**src/rtl/spi_slave_rx_pkg.sv**
```systemverilog
// Shared types and constants for the SPI slave receive path.
package spi_slave_rx_pkg;

   localparam int unsigned DEF_TIMEOUT_CYC = 65000;
   localparam int unsigned TMO_W           = 16;

   typedef enum logic {
      ST_IDLE   = 1'b0,
      ST_ACTIVE = 1'b1
   } rx_state_e;

   // Modes 0 and 3 sample on the rising SCLK edge, modes 1 and 2 on the falling edge.
   function automatic bit sample_on_rise(input bit cpol, input bit cpha);
      return cpol == cpha;
   endfunction

endpackage

```
**src/rtl/spi_slave_rx_edge_sync.sv**
```systemverilog
// Two-flop synchroniser for one asynchronous line plus a third stage for edge detection.
module spi_slave_rx_edge_sync #(
   parameter bit IDLE_VAL = 1'b0
) (
   input  logic clk,
   input  logic rst,
   input  logic d_i,
   output logic level_o,
   output logic rise_c,
   output logic fall_c
);

   logic s1_q, s2_q, s3_q;

   always_ff @(posedge clk or negedge rst) begin
      if (!rst) begin
         s1_q <= IDLE_VAL;
         s2_q <= IDLE_VAL;
         s3_q <= IDLE_VAL;
      end else begin
         s1_q <= d_i;
         s2_q <= s1_q;
         s3_q <= s2_q;
      end
   end

   assign level_o = s2_q;
   assign rise_c  = s2_q & ~s3_q;
   assign fall_c  = ~s2_q & s3_q;

endmodule

```
**src/rtl/spi_slave_rx.sv**
```systemverilog
// SPI slave receiver: oversampled SCLK/CS_N/MOSI, MSB-first deserialiser, valid/ready output
// buffer with overrun, framing-error and inter-bit timeout reporting.
module spi_slave_rx
   import spi_slave_rx_pkg::*;
#(
   parameter int unsigned DW          = 8,
   parameter bit          CPOL        = 1'b0,
   parameter bit          CPHA        = 1'b0,
   parameter int unsigned TIMEOUT_CYC = DEF_TIMEOUT_CYC
) (
   input  logic          clk,
   input  logic          rst,
   input  logic          enable,
   input  logic          spi_sclk,
   input  logic          spi_cs_n,
   input  logic          spi_mosi,
   output logic [DW-1:0] rx_data,
   output logic          rx_valid,
   input  logic          rx_ready,
   output logic          rx_overrun,
   output logic          rx_frame_err,
   output logic          rx_timeout,
   output logic          busy
);

   localparam int unsigned BCW         = $clog2(DW);
   localparam bit          SAMPLE_RISE = sample_on_rise(CPOL, CPHA);
   localparam logic [TMO_W-1:0] TMO_LAST = TMO_W'(TIMEOUT_CYC - 1);

   logic sclk_rise, sclk_fall, sclk_unused_level;
   logic cs_rise, cs_fall, cs_unused_level;
   logic mosi_lvl, mosi_unused_rise, mosi_unused_fall;
   logic sample_c;

   rx_state_e        state_q, state_d;
   logic [BCW-1:0]   bit_cnt_q, bit_cnt_d;
   logic [TMO_W-1:0] tmo_q, tmo_d;
   logic [DW-1:0]    shreg_q, shreg_d;
   logic [DW-1:0]    data_q, data_d;
   logic             valid_q, valid_d;
   logic             ovr_q, ovr_d;
   logic             ferr_q, ferr_d;
   logic             tmo_pulse_q, tmo_pulse_d;
   logic             complete;

   spi_slave_rx_edge_sync #(.IDLE_VAL(CPOL)) u_sync_sclk (
      .clk(clk), .rst(rst), .d_i(spi_sclk),
      .level_o(sclk_unused_level), .rise_c(sclk_rise), .fall_c(sclk_fall)
   );

   spi_slave_rx_edge_sync #(.IDLE_VAL(1'b1)) u_sync_cs (
      .clk(clk), .rst(rst), .d_i(spi_cs_n),
      .level_o(cs_unused_level), .rise_c(cs_rise), .fall_c(cs_fall)
   );

   spi_slave_rx_edge_sync #(.IDLE_VAL(1'b0)) u_sync_mosi (
      .clk(clk), .rst(rst), .d_i(spi_mosi),
      .level_o(mosi_lvl), .rise_c(mosi_unused_rise), .fall_c(mosi_unused_fall)
   );

   assign sample_c = SAMPLE_RISE ? sclk_rise : sclk_fall;

   always_ff @(posedge clk or negedge rst) begin
      if (!rst) begin
         state_q     <= ST_IDLE;
         bit_cnt_q   <= '0;
         tmo_q       <= '0;
         shreg_q     <= '0;
         data_q      <= '0;
         valid_q     <= 1'b0;
         ovr_q       <= 1'b0;
         ferr_q      <= 1'b0;
         tmo_pulse_q <= 1'b0;
      end else begin
         state_q     <= state_d;
         bit_cnt_q   <= bit_cnt_d;
         tmo_q       <= tmo_d;
         shreg_q     <= shreg_d;
         data_q      <= data_d;
         valid_q     <= valid_d;
         ovr_q       <= ovr_d;
         ferr_q      <= ferr_d;
         tmo_pulse_q <= tmo_pulse_d;
      end
   end

   always_comb begin
      state_d     = state_q;
      bit_cnt_d   = bit_cnt_q;
      tmo_d       = tmo_q;
      shreg_d     = shreg_q;
      data_d      = data_q;
      valid_d     = valid_q;
      ovr_d       = 1'b0;
      ferr_d      = 1'b0;
      tmo_pulse_d = 1'b0;
      complete    = 1'b0;

      case (state_q)
         ST_IDLE: begin
            bit_cnt_d = '0;
            tmo_d     = '0;
            if (enable && cs_fall) state_d = ST_ACTIVE;
         end
         ST_ACTIVE: begin
            if (!enable) begin
               state_d   = ST_IDLE;
               bit_cnt_d = '0;
               tmo_d     = '0;
            end else begin
               if (sample_c) begin
                  shreg_d = {shreg_q[DW-2:0], mosi_lvl};
                  tmo_d   = '0;
                  if (bit_cnt_q == BCW'(DW - 1)) begin
                     bit_cnt_d = '0;
                     complete  = 1'b1;
                  end else begin
                     bit_cnt_d = bit_cnt_q + BCW'(1);
                  end
               end else begin
                  tmo_d = tmo_q + TMO_W'(1);
               end
               // Deselect is judged after this clock's shift, so a final completing bit is clean.
               if (cs_rise) begin
                  ferr_d    = (bit_cnt_d != '0);
                  state_d   = ST_IDLE;
                  bit_cnt_d = '0;
                  tmo_d     = '0;
               end else if (!sample_c && tmo_q == TMO_LAST) begin
                  tmo_pulse_d = 1'b1;
                  state_d     = ST_IDLE;
                  bit_cnt_d   = '0;
                  tmo_d       = '0;
               end
            end
         end
         default: state_d = ST_IDLE;
      endcase

      // Output buffer: a same-clock accept frees the slot for the completing word.
      if (complete) begin
         if (!valid_q || rx_ready) begin
            data_d  = shreg_d;
            valid_d = 1'b1;
         end else begin
            ovr_d = 1'b1;
         end
      end else if (valid_q && rx_ready) begin
         valid_d = 1'b0;
      end
   end

   assign rx_data      = data_q;
   assign rx_valid     = valid_q;
   assign rx_overrun   = ovr_q;
   assign rx_frame_err = ferr_q;
   assign rx_timeout   = tmo_pulse_q;
   assign busy         = (state_q == ST_ACTIVE);

endmodule

```
**config.mk**
```make
export PLATFORM = sky130hd
export DESIGN_NAME = spi_slave_rx
export DESIGN_NICKNAME = d
export VERILOG_FILES = /design/src/rtl/spi_slave_rx_pkg.sv /design/src/rtl/spi_slave_rx_edge_sync.sv /design/src/rtl/spi_slave_rx.sv
export SDC_FILE = /design/constraint.sdc
export NUM_CORES = 1
export LEC_CHECK = 0
export CELL_PAD_IN_SITES_DETAIL_PLACEMENT = 1
export CELL_PAD_IN_SITES_GLOBAL_PLACEMENT = 1
export CORE_UTILIZATION = 35
export CTS_BUF_LIST = sky130_fd_sc_hd__clkbuf_4
export DETAILED_ROUTE_END_ITERATION = 10
export MAX_ROUTING_LAYER = met4
export PLACE_DENSITY_LB_ADDON = 0.1
export SYNTH_ARGS = -nofsm -noshare
export SYNTH_HDL_FRONTEND = slang
export SYNTH_HIERARCHICAL = 1
export SYNTH_SLANG_ARGS = --single-unit
```
**constraint.sdc**
```tcl
create_clock -name clk -period 1.9 [get_ports clk]
set_input_delay 0.285 -clock clk [delete_from_list [all_inputs] [get_ports clk]]
set_output_delay 0.285 -clock clk [all_outputs]
set_load 0.005 [all_outputs]
```
==> results of run 1 <==
-- stage by stage --
stage | util | setup TNS [ps] | setup WS, ps | hold slack (ps)
after floorplan | - | 0 | 174 | -10.6
after detailed placement | 0.440 | -946 | -129 | 289
after global placement | 0.440 | -376 | -49.5 | 273
final | 0.459 | 0 | 169 | 354
after global routing | 0.459 | 0 | 27.4 | 338
after CTS | 0.458 | 0 | 13.0 | 336
-- layout make-up --
cell class                      instances  area (um2)  area share
Inverter                                1        3.75     0.00156
Multi-Input combinational cell        106         748       0.311
Tap cell                               70        87.6      0.0364
Clock buffer                            5        37.5      0.0156
Clock inverter                          3        42.5      0.0177
Sequential cell                        48        1200       0.501
Timing Repair Buffer                   28         280       0.117
-- power by group --
group          internal, mW  switching (mW)  leakage [nW]
Sequential             1.05          0.0124         0.646
Combinational        0.0401          0.0446         0.354
Clock                 0.275           0.316        0.0428
-- routing by layer --
metal / share of wire / wire, um
met1: 0.44 / 1740
met2: 0.51 / 2000
met3: 0.035 / 140
met4: 0.018 / 72
met5: 0 / 0
-- final timing paths --
path | to | slack, ps | depth (start not counted)
setup / recovery | rx_data[0]$_DFFE_PN0P_ | 170 | 5
hold / removal | u_sync_mosi/s1_q$_DFF_PN0_ | 350 | 1
setup reg to reg | rx_data[0]$_DFFE_PN0P_ | 170 | 5
hold reg to reg | u_sync_sclk/level_o$_DFF_PN0_ | 360 | 0
max in group asynchronous | u_sync_cs/s3_q$_DFF_PN1_ | 910 | 3
min in group asynchronous | tmo_q[4]$_DFF_PN0_ | 410 | 2
-- registers in the layout, indices dropped and copies added, names as in the netlist, 3 cells and up --
| signal | flops |
|---|---|
| bit_cnt_q | 3 |
| rx_data | 8 |
| shreg_q | 8 |
| tmo_q | 16 |
-- timing repair --
item	in CTS	in global routing
pin swaps	0	0
endpoints found under the hold margin	20	0
setup endpoints to repair	8	9
buffers inserted	0	0
hold buffers	1	0
gates resized for setup	1	2
==> results.yml, run 1 <==
routing:
  antenna_left: 0
  vias: 1288
  dr.pass1.iters: 3
  drcViolationCount: 0
  wl_per_cell_um: 15.1
  drt-vias-per-instance: 4.93
  drt_iter0_drc: 57
  drt_wl_total_mm: 3.95
layout:
  n_antenna_cell: 0
  nets: 200
  n_fill_cell: 578
  syn2layout_area_growth_pct: 22.7
  layout-drive-gt1-share: 0.220
  final_common_cell: "dfrtp_1"
  finalInstanceArea_um2: 2400
  fin_cells: 261
  final_cell_mix: "dfrtp_1, nor2_1, clkdlybuf4s50_1"
timing:
  finalCritPeriodShare: 0.911
  tightest_slew_ps: 504
  setup_viol: 0
  drv_slew: 0
  rsz0062_at_grt: "false"
  fmax_mhz: 578
  finClkSkew_ps: 11.4
  hold_violations: 0
  slew_headroom: 0.664
  min_period_ps: 1730
floorplanning:
  die_y_um: 76.8
  core_um2: 5240
  ios: 20
  rows: 26
  die-area_um2: 5910
  initial_core_util: 0.374
  die_width_um: 76.8
hold_path:
  hp-start: "spi_mosi"
  min_path_type: "input pin to register"
critical_path:
  critPathLaunch: "bit_cnt_q[0]$_DFF_PN0_"
  critPathCaptureType: "register"
  crit_top_cell: "ha_1"
  path_buf_inv: 0
  worstPathRequired_ps: 2150
  cp_slowest_cell: "dfrtp_1"
  rr_startpoint: "bit_cnt_q[0]$_DFF_PN0_"
  critical_path_peak_fanout: 8
  critPathMaxStageDelay_ps: 430
  cp-start-kind: "register"
  critical_path_class: "register to register"
  crit_chain: "ha_1 > ha_1 > nand4_1 > nand2b_2 > mux2_2"
  cp_top_family: "flip-flops"
  worstPathArrival_ps: 1980
clock_tree:
  cts_root_buf: "clkbuf_4"
  clock_latency_ps: 360
  tritoncts: "done"
  cts_sinks: 48
  cts_buffer_depth: 2
  htreeDepth: 2
  cts_buffers: 5
  clk_transition_reported_paths_ps: 130
placement:
  gp_congestion: 0.769
  io_buffer_count: 19
  placement.cell_area_um2: 2300
  hpwl_mm: 2.97
  dp.cells: 252
pwr:
  ir_worst_vdd_mv: 0.292
  p_per_area_nw_per_um2: 721
  cellLeakagePower_nw: 1.04
  power_mw: 1.73
grt:
  grt_util_met3: 0.0405
  grt_use_met2: 0.267
  grt_antenna_before_repair: 0
  globalRouteOverflowTotal: 0
  grt_pass1_vias: 1469
  track_usage: 0.164
  grt.met1_usage: 0.196
  grt_max_degree: 29
  grt_busiest_layer: "met2"
  grt_pass1_wl_mm: 7.29
outcome:
  status: "finished clean"
logic_synthesis:
  synthesis.area_um2: 1960
  netlist_instances: 158
  synth_nets: 168
  ys_warn_count: 6
  syn_area_per_cell_um2: 12.4
job:
  drv_cap: 0
Power figures use the tool's default switching activity.
==> run 2: changes to the inputs <==
--- a/config.mk
+++ b/config.mk
@@ -7,6 +7,7 @@
 export LEC_CHECK = 0
 export CELL_PAD_IN_SITES_DETAIL_PLACEMENT = 1
 export CELL_PAD_IN_SITES_GLOBAL_PLACEMENT = 1
+export CORE_MARGIN = 2
 export CORE_UTILIZATION = 35
 export CTS_BUF_LIST = sky130_fd_sc_hd__clkbuf_4
 export DETAILED_ROUTE_END_ITERATION = 10
==> results.yml, run 2 (synthesis results as in run 1) <==
clock_tree:
  tritoncts: "done"
  cts_buffers: 5
  clock_latency_ps: 360
  htreeDepth: 2
  cts_sinks: 48
  cts_buffer_depth: 2
  clk_transition_reported_paths_ps: 150
  cts_root_buf: "clkbuf_4"
  post_cts_buffers: 0
outcome:
  status: "finished clean"
grt:
  grt_max_degree: 30
  grt_pass1_wl_mm: 6.88
  grt_antenna_before_repair: 0
  grt_pass1_vias: 1420
  track_usage: 0.147
  globalRouteOverflowTotal: 0
timing:
  hold_violations: 0
  fin_tns_setup_ps: 0
  finClkSkew_ps: 15.2
  tightest_slew_ps: 496
  drv_slew: 0
  fmax_mhz: 576
  slew_headroom: 0.669
  rsz0062_at_grt: "false"
  setup_viol: 0
  finalCritPeriodShare: 0.914
  min_period_ps: 1740
pwr:
  p_int_mw: 1.37
  ir_worst_vdd_mv: 0.331
  power_mw: 1.75
  swShare: 0.219
  cellLeakagePower_nw: 1.05
  p_seq_frac: 0.604
  p_per_area_nw_per_um2: 727
  p_comb_frac: 0.048
  power_switching_mw: 0.385
  clockPowerShare: 0.348
routing:
  antenna_left: 0
  dr.pass1.iters: 4
  drt_wl_total_mm: 3.81
  drcViolationCount: 0
  vias: 1254
  drt-vias-per-instance: 4.75
  drt_iter0_drc: 31
  wl_per_cell_um: 14.4
critical_path:
  cp-start-kind: "register"
  critical_path_peak_fanout: 16
  worstPathArrival_ps: 2030
  crit_end: "tmo_q[8]$_DFF_PN0_"
  r2r_end: "tmo_q[8]$_DFF_PN0_"
  r2r_slack_ps: 160
  critical_path_class: "register to register"
  critPathCaptureType: "register"
  rr_startpoint: "u_sync_sclk/s3_q$_DFF_PN0_"
  r2r.worst_path.cells: 6
  worstPathRequired_ps: 2200
  critPathLaunch: "u_sync_sclk/s3_q$_DFF_PN0_"
layout:
  top_register: "tmo_q"
  nets: 201
  finalInstanceArea_um2: 2410
  final_cell_mix: "dfrtp_1, nor2_1, clkdlybuf4s50_1"
  layout-drive-gt1-share: 0.219
  largest_reg_flops: 16
  n_fill_cell: 589
  final_common_cell: "dfrtp_1"
  syn2layout_area_growth_pct: 23.0
  n_antenna_cell: 0
placement:
  placement.cell_area_um2: 2310
  hpwl_mm: 2.90
  gp_congestion: 0.793
  io_buffer_count: 19
floorplanning:
  initial_core_util: 0.358
  die-area_um2: 6220
  rows: 27
  core_um2: 5470
  die_width_um: 78.8
  die_y_um: 78.8
  ios: 20
hold_path:
  min_path_type: "input pin to register"
job:
  drv_cap: 0
==> run 2: changes by cell type in the layout (fill, tap and decap cells not counted), sizes merged <==
cell,previous run,this run
buf,9,10
==> run 2: power by group through the flow <==
stage	registers [mW]	clock network [mW]	logic, mW
2_1_floorplan	1.08	0	0.0306
3_3_place_gp	1.08	0	0.0832
3_5_place_dp	1.08	0	0.0859
4_1_cts	1.06	0.642	0.0880
5_1_grt	1.06	0.692	0.0953
6_report	1.06	0.610	0.0841
==> run 2: worst max-delay path, stage by stage (launching register included) <==
cell and delay (ps):
dfrtp_1 390, nor2b_1 320, nor4bb_1 110, and4_1 230, a211o_1 330, buf_12 160, nor2_1 120
==> run 2: metal layers <==
metal	vias to the layer above	share of wire	GRT usage
li1	619	-	-
met1	614	0.45	0.185
met2	16	0.50	0.238
met3	5	0.029	0.0386
met4	0	0.013	0.0414
met5	-	0	-
==> run 2: layout make-up <==
class	count	area (um2)	area share
clock buffers	5	37.5	0.0156
flip-flops and latches	48	1200	0.499
inverters	1	3.75	0.00156
multi-input cells	106	741	0.307
clock inverters	3	47.5	0.0197
repair buffers	29	288	0.119
well taps	72	90.1	0.0373
==> run 2: metrics by stage <==
| step | std cells | utilization | hold slack [ps] | worst slack (ps) |
|---|---|---|---|---|
| 5_1_grt | 264 | 0.441 | 286 | 6.08 |
| 4_1_cts | 264 | 0.440 | 291 | 42.4 |
| 6_report | 264 | 0.441 | 305 | 164 |
| 3_5_place_dp | 255 | 0.423 | 279 | 47.2 |
| 2_1_floorplan | 158 | - | -10.6 | 174 |
| 3_3_place_gp | 255 | 0.423 | 268 | 102 |
==> run 2: how the worst min path moves through the flow <==
stage / startpoint / endpoint / slack, ps / cells past startpoint
2_1_floorplan: rst / bit_cnt_q[0]$_DFF_PN0_ / -10 / 0
3_5_place_dp: rst / bit_cnt_q[2]$_DFF_PN0_ / 280 / 1
3_3_place_gp: rst / bit_cnt_q[2]$_DFF_PN0_ / 270 / 1
5_1_grt: spi_cs_n / u_sync_cs/s1_q$_DFF_PN1_ / 290 / 1
6_report: spi_cs_n / u_sync_cs/s1_q$_DFF_PN1_ / 300 / 1
4_1_cts: spi_cs_n / u_sync_cs/s1_q$_DFF_PN1_ / 290 / 1
==> run 2: what timing repair did <==
| item | CTS | global route |
|---|---|---|
| resized for setup | 0 | 1 |
| hold buffers | 1 | 0 |
| endpoints found under the hold margin | 19 | 0 |
| setup endpoints to repair | 0 | 8 |
==> run 3: changes to the inputs <==
--- a/config.mk
+++ b/config.mk
@@ -7,6 +7,7 @@
 export LEC_CHECK = 0
 export CELL_PAD_IN_SITES_DETAIL_PLACEMENT = 1
 export CELL_PAD_IN_SITES_GLOBAL_PLACEMENT = 1
+export CORE_ASPECT_RATIO = 1.75
 export CORE_MARGIN = 2
 export CORE_UTILIZATION = 35
 export CTS_BUF_LIST = sky130_fd_sc_hd__clkbuf_4
==> results.yml, run 3 (synthesis results as in run 1) <==
clock_tree:
  clk_transition_reported_paths_ps: 140
  cts_sinks: 48
  clock_latency_ps: 360
  cts_buffers: 5
  tritoncts: "done"
  cts_buffer_depth: 2
  post_cts_buffers: 0
  cts_root_buf: "clkbuf_4"
  htreeDepth: 2
hold_path:
  hp-start: "spi_cs_n"
  min_path_type: "input pin to register"
  hold_end: "u_sync_cs/s1_q$_DFF_PN1_"
  min_path_cells: 1
pwr:
  ir_worst_vdd_mv: 0.321
  power_mw: 1.75
  cellLeakagePower_nw: 1.05
  p_per_area_nw_per_um2: 723
floorplanning:
  ios: 20
  core_um2: 5500
  initial_core_util: 0.357
  die_width_um: 60.6
  die-area_um2: 6240
  die_y_um: 103
  rows: 36
critical_path:
  critical_path_class: "register to register"
  worstPathRequired_ps: 2190
  r2r.worst_path.cells: 4
  r2r_end: "tmo_q[15]$_DFF_PN0_"
  rr_startpoint: "tmo_q[6]$_DFF_PN0_"
  critPathCaptureType: "register"
  critical_path_peak_fanout: 7
  worstPathArrival_ps: 2040
  cp-start-kind: "register"
  r2r_slack_ps: 150
placement:
  dp.cells: 261
  gp_congestion: 0.755
  hpwl_mm: 2.93
  io_buffer_count: 19
  placement.cell_area_um2: 2320
layout:
  syn2layout_area_growth_pct: 23.0
  finalInstanceArea_um2: 2410
  n_antenna_cell: 0
  fin_util: 0.439
  largest_reg_flops: 16
  layout-drive-gt1-share: 0.222
  top_register: "tmo_q"
  fin_cells: 270
  final_common_cell: "dfrtp_1"
  final_cell_mix: "dfrtp_1, nor2_1, clkdlybuf4s50_1"
  nets: 203
timing:
  fin_tns_setup_ps: 0
  rsz0062_at_grt: "false"
  drv_slew: 0
  setup_viol: 0
  tightest_slew_ps: 562
  slew_headroom: 0.625
  min_period_ps: 1750
  fmax_mhz: 572
  finClkSkew_ps: 8.92
  hold_violations: 0
  finalCritPeriodShare: 0.920
grt:
  grt_antenna_before_repair: 0
  globalRouteOverflowTotal: 0
  track_usage: 0.149
  grt_max_degree: 26
  grt_pass1_vias: 1448
  grt_pass1_wl_mm: 6.63
routing:
  wl_per_cell_um: 14.3
  drt-vias-per-instance: 4.92
  drt_wl_total_mm: 3.87
  dr.pass1.iters: 4
  drcViolationCount: 0
  vias: 1328
  drt_iter0_drc: 32
  antenna_left: 0
job:
  drv_cap: 0
outcome:
  status: "finished clean"
-- run 3: critical path, cell delays in order, from the launching register on --
cell	delay, ps
dfrtp_1	440
nand3_2	170
or3_4	440
or4_1	470
a21oi_1	150
-- run 3: power breakdown --
part	internal [mW]	switching (mW)	total [mW]
clock network	0.275	0.329	0.604
logic	0.0391	0.0435	0.0826
registers	1.05	0.0116	1.06
-- run 3: metrics by stage --
| stage | hold WS, ps | setup WS [ps] |
|---|---|---|
| 4_1_cts | 295 | 134 |
| 6_report | 316 | 152 |
| 3_5_place_dp | 322 | 91.5 |
| 2_1_floorplan | -10.6 | 174 |
| 3_3_place_gp | 300 | 117 |
| 5_1_grt | 288 | 7.85 |
-- run 3: area by class of cell --
cell class	instances	area, um2
clock buffers	5	37.5
clock inverters	3	42.5
fillers	620	3080
inverters	1	3.75
multi-input cells	106	738
flip-flops and latches	48	1200
well taps	76	95.1
repair buffers	31	290
-- run 3: per-layer routing --
| layer | vias up | wire length [um] | global-route usage |
|---|---|---|---|
| met1 | 677 | 1430 | 0.147 |
| met4 | 0 | 114 | 0.0719 |
| li1 | 620 | - | - |
| met3 | 9 | 101 | 0.0301 |
| met5 | - | 0 | - |
| met2 | 22 | 2230 | 0.266 |
-- run 3: worst max path at each step --
stage                                             start  cells after the start  slack (ps)                     end
final                                tmo_q[6]$_DFF_PN0_                      4         150     tmo_q[15]$_DFF_PN0_
after global routing                 tmo_q[6]$_DFF_PN0_                      4           8     tmo_q[15]$_DFF_PN0_
after CTS                 u_sync_sclk/level_o$_DFF_PN0_                      6         130      tmo_q[5]$_DFF_PN0_
after detailed placement                         enable                      5          90  rx_data[1]$_DFFE_PN0P_
after global placement                           enable                      5         120  rx_data[2]$_DFFE_PN0P_
after floorplan                  bit_cnt_q[0]$_DFF_PN0_                      6         170  rx_data[0]$_DFFE_PN0P_
-- run 3: what timing repair did --
action                    4_1_cts  5_1_grt
resized for setup               0        0
hold buffers                    1        0
hold endpoints to repair       20        0
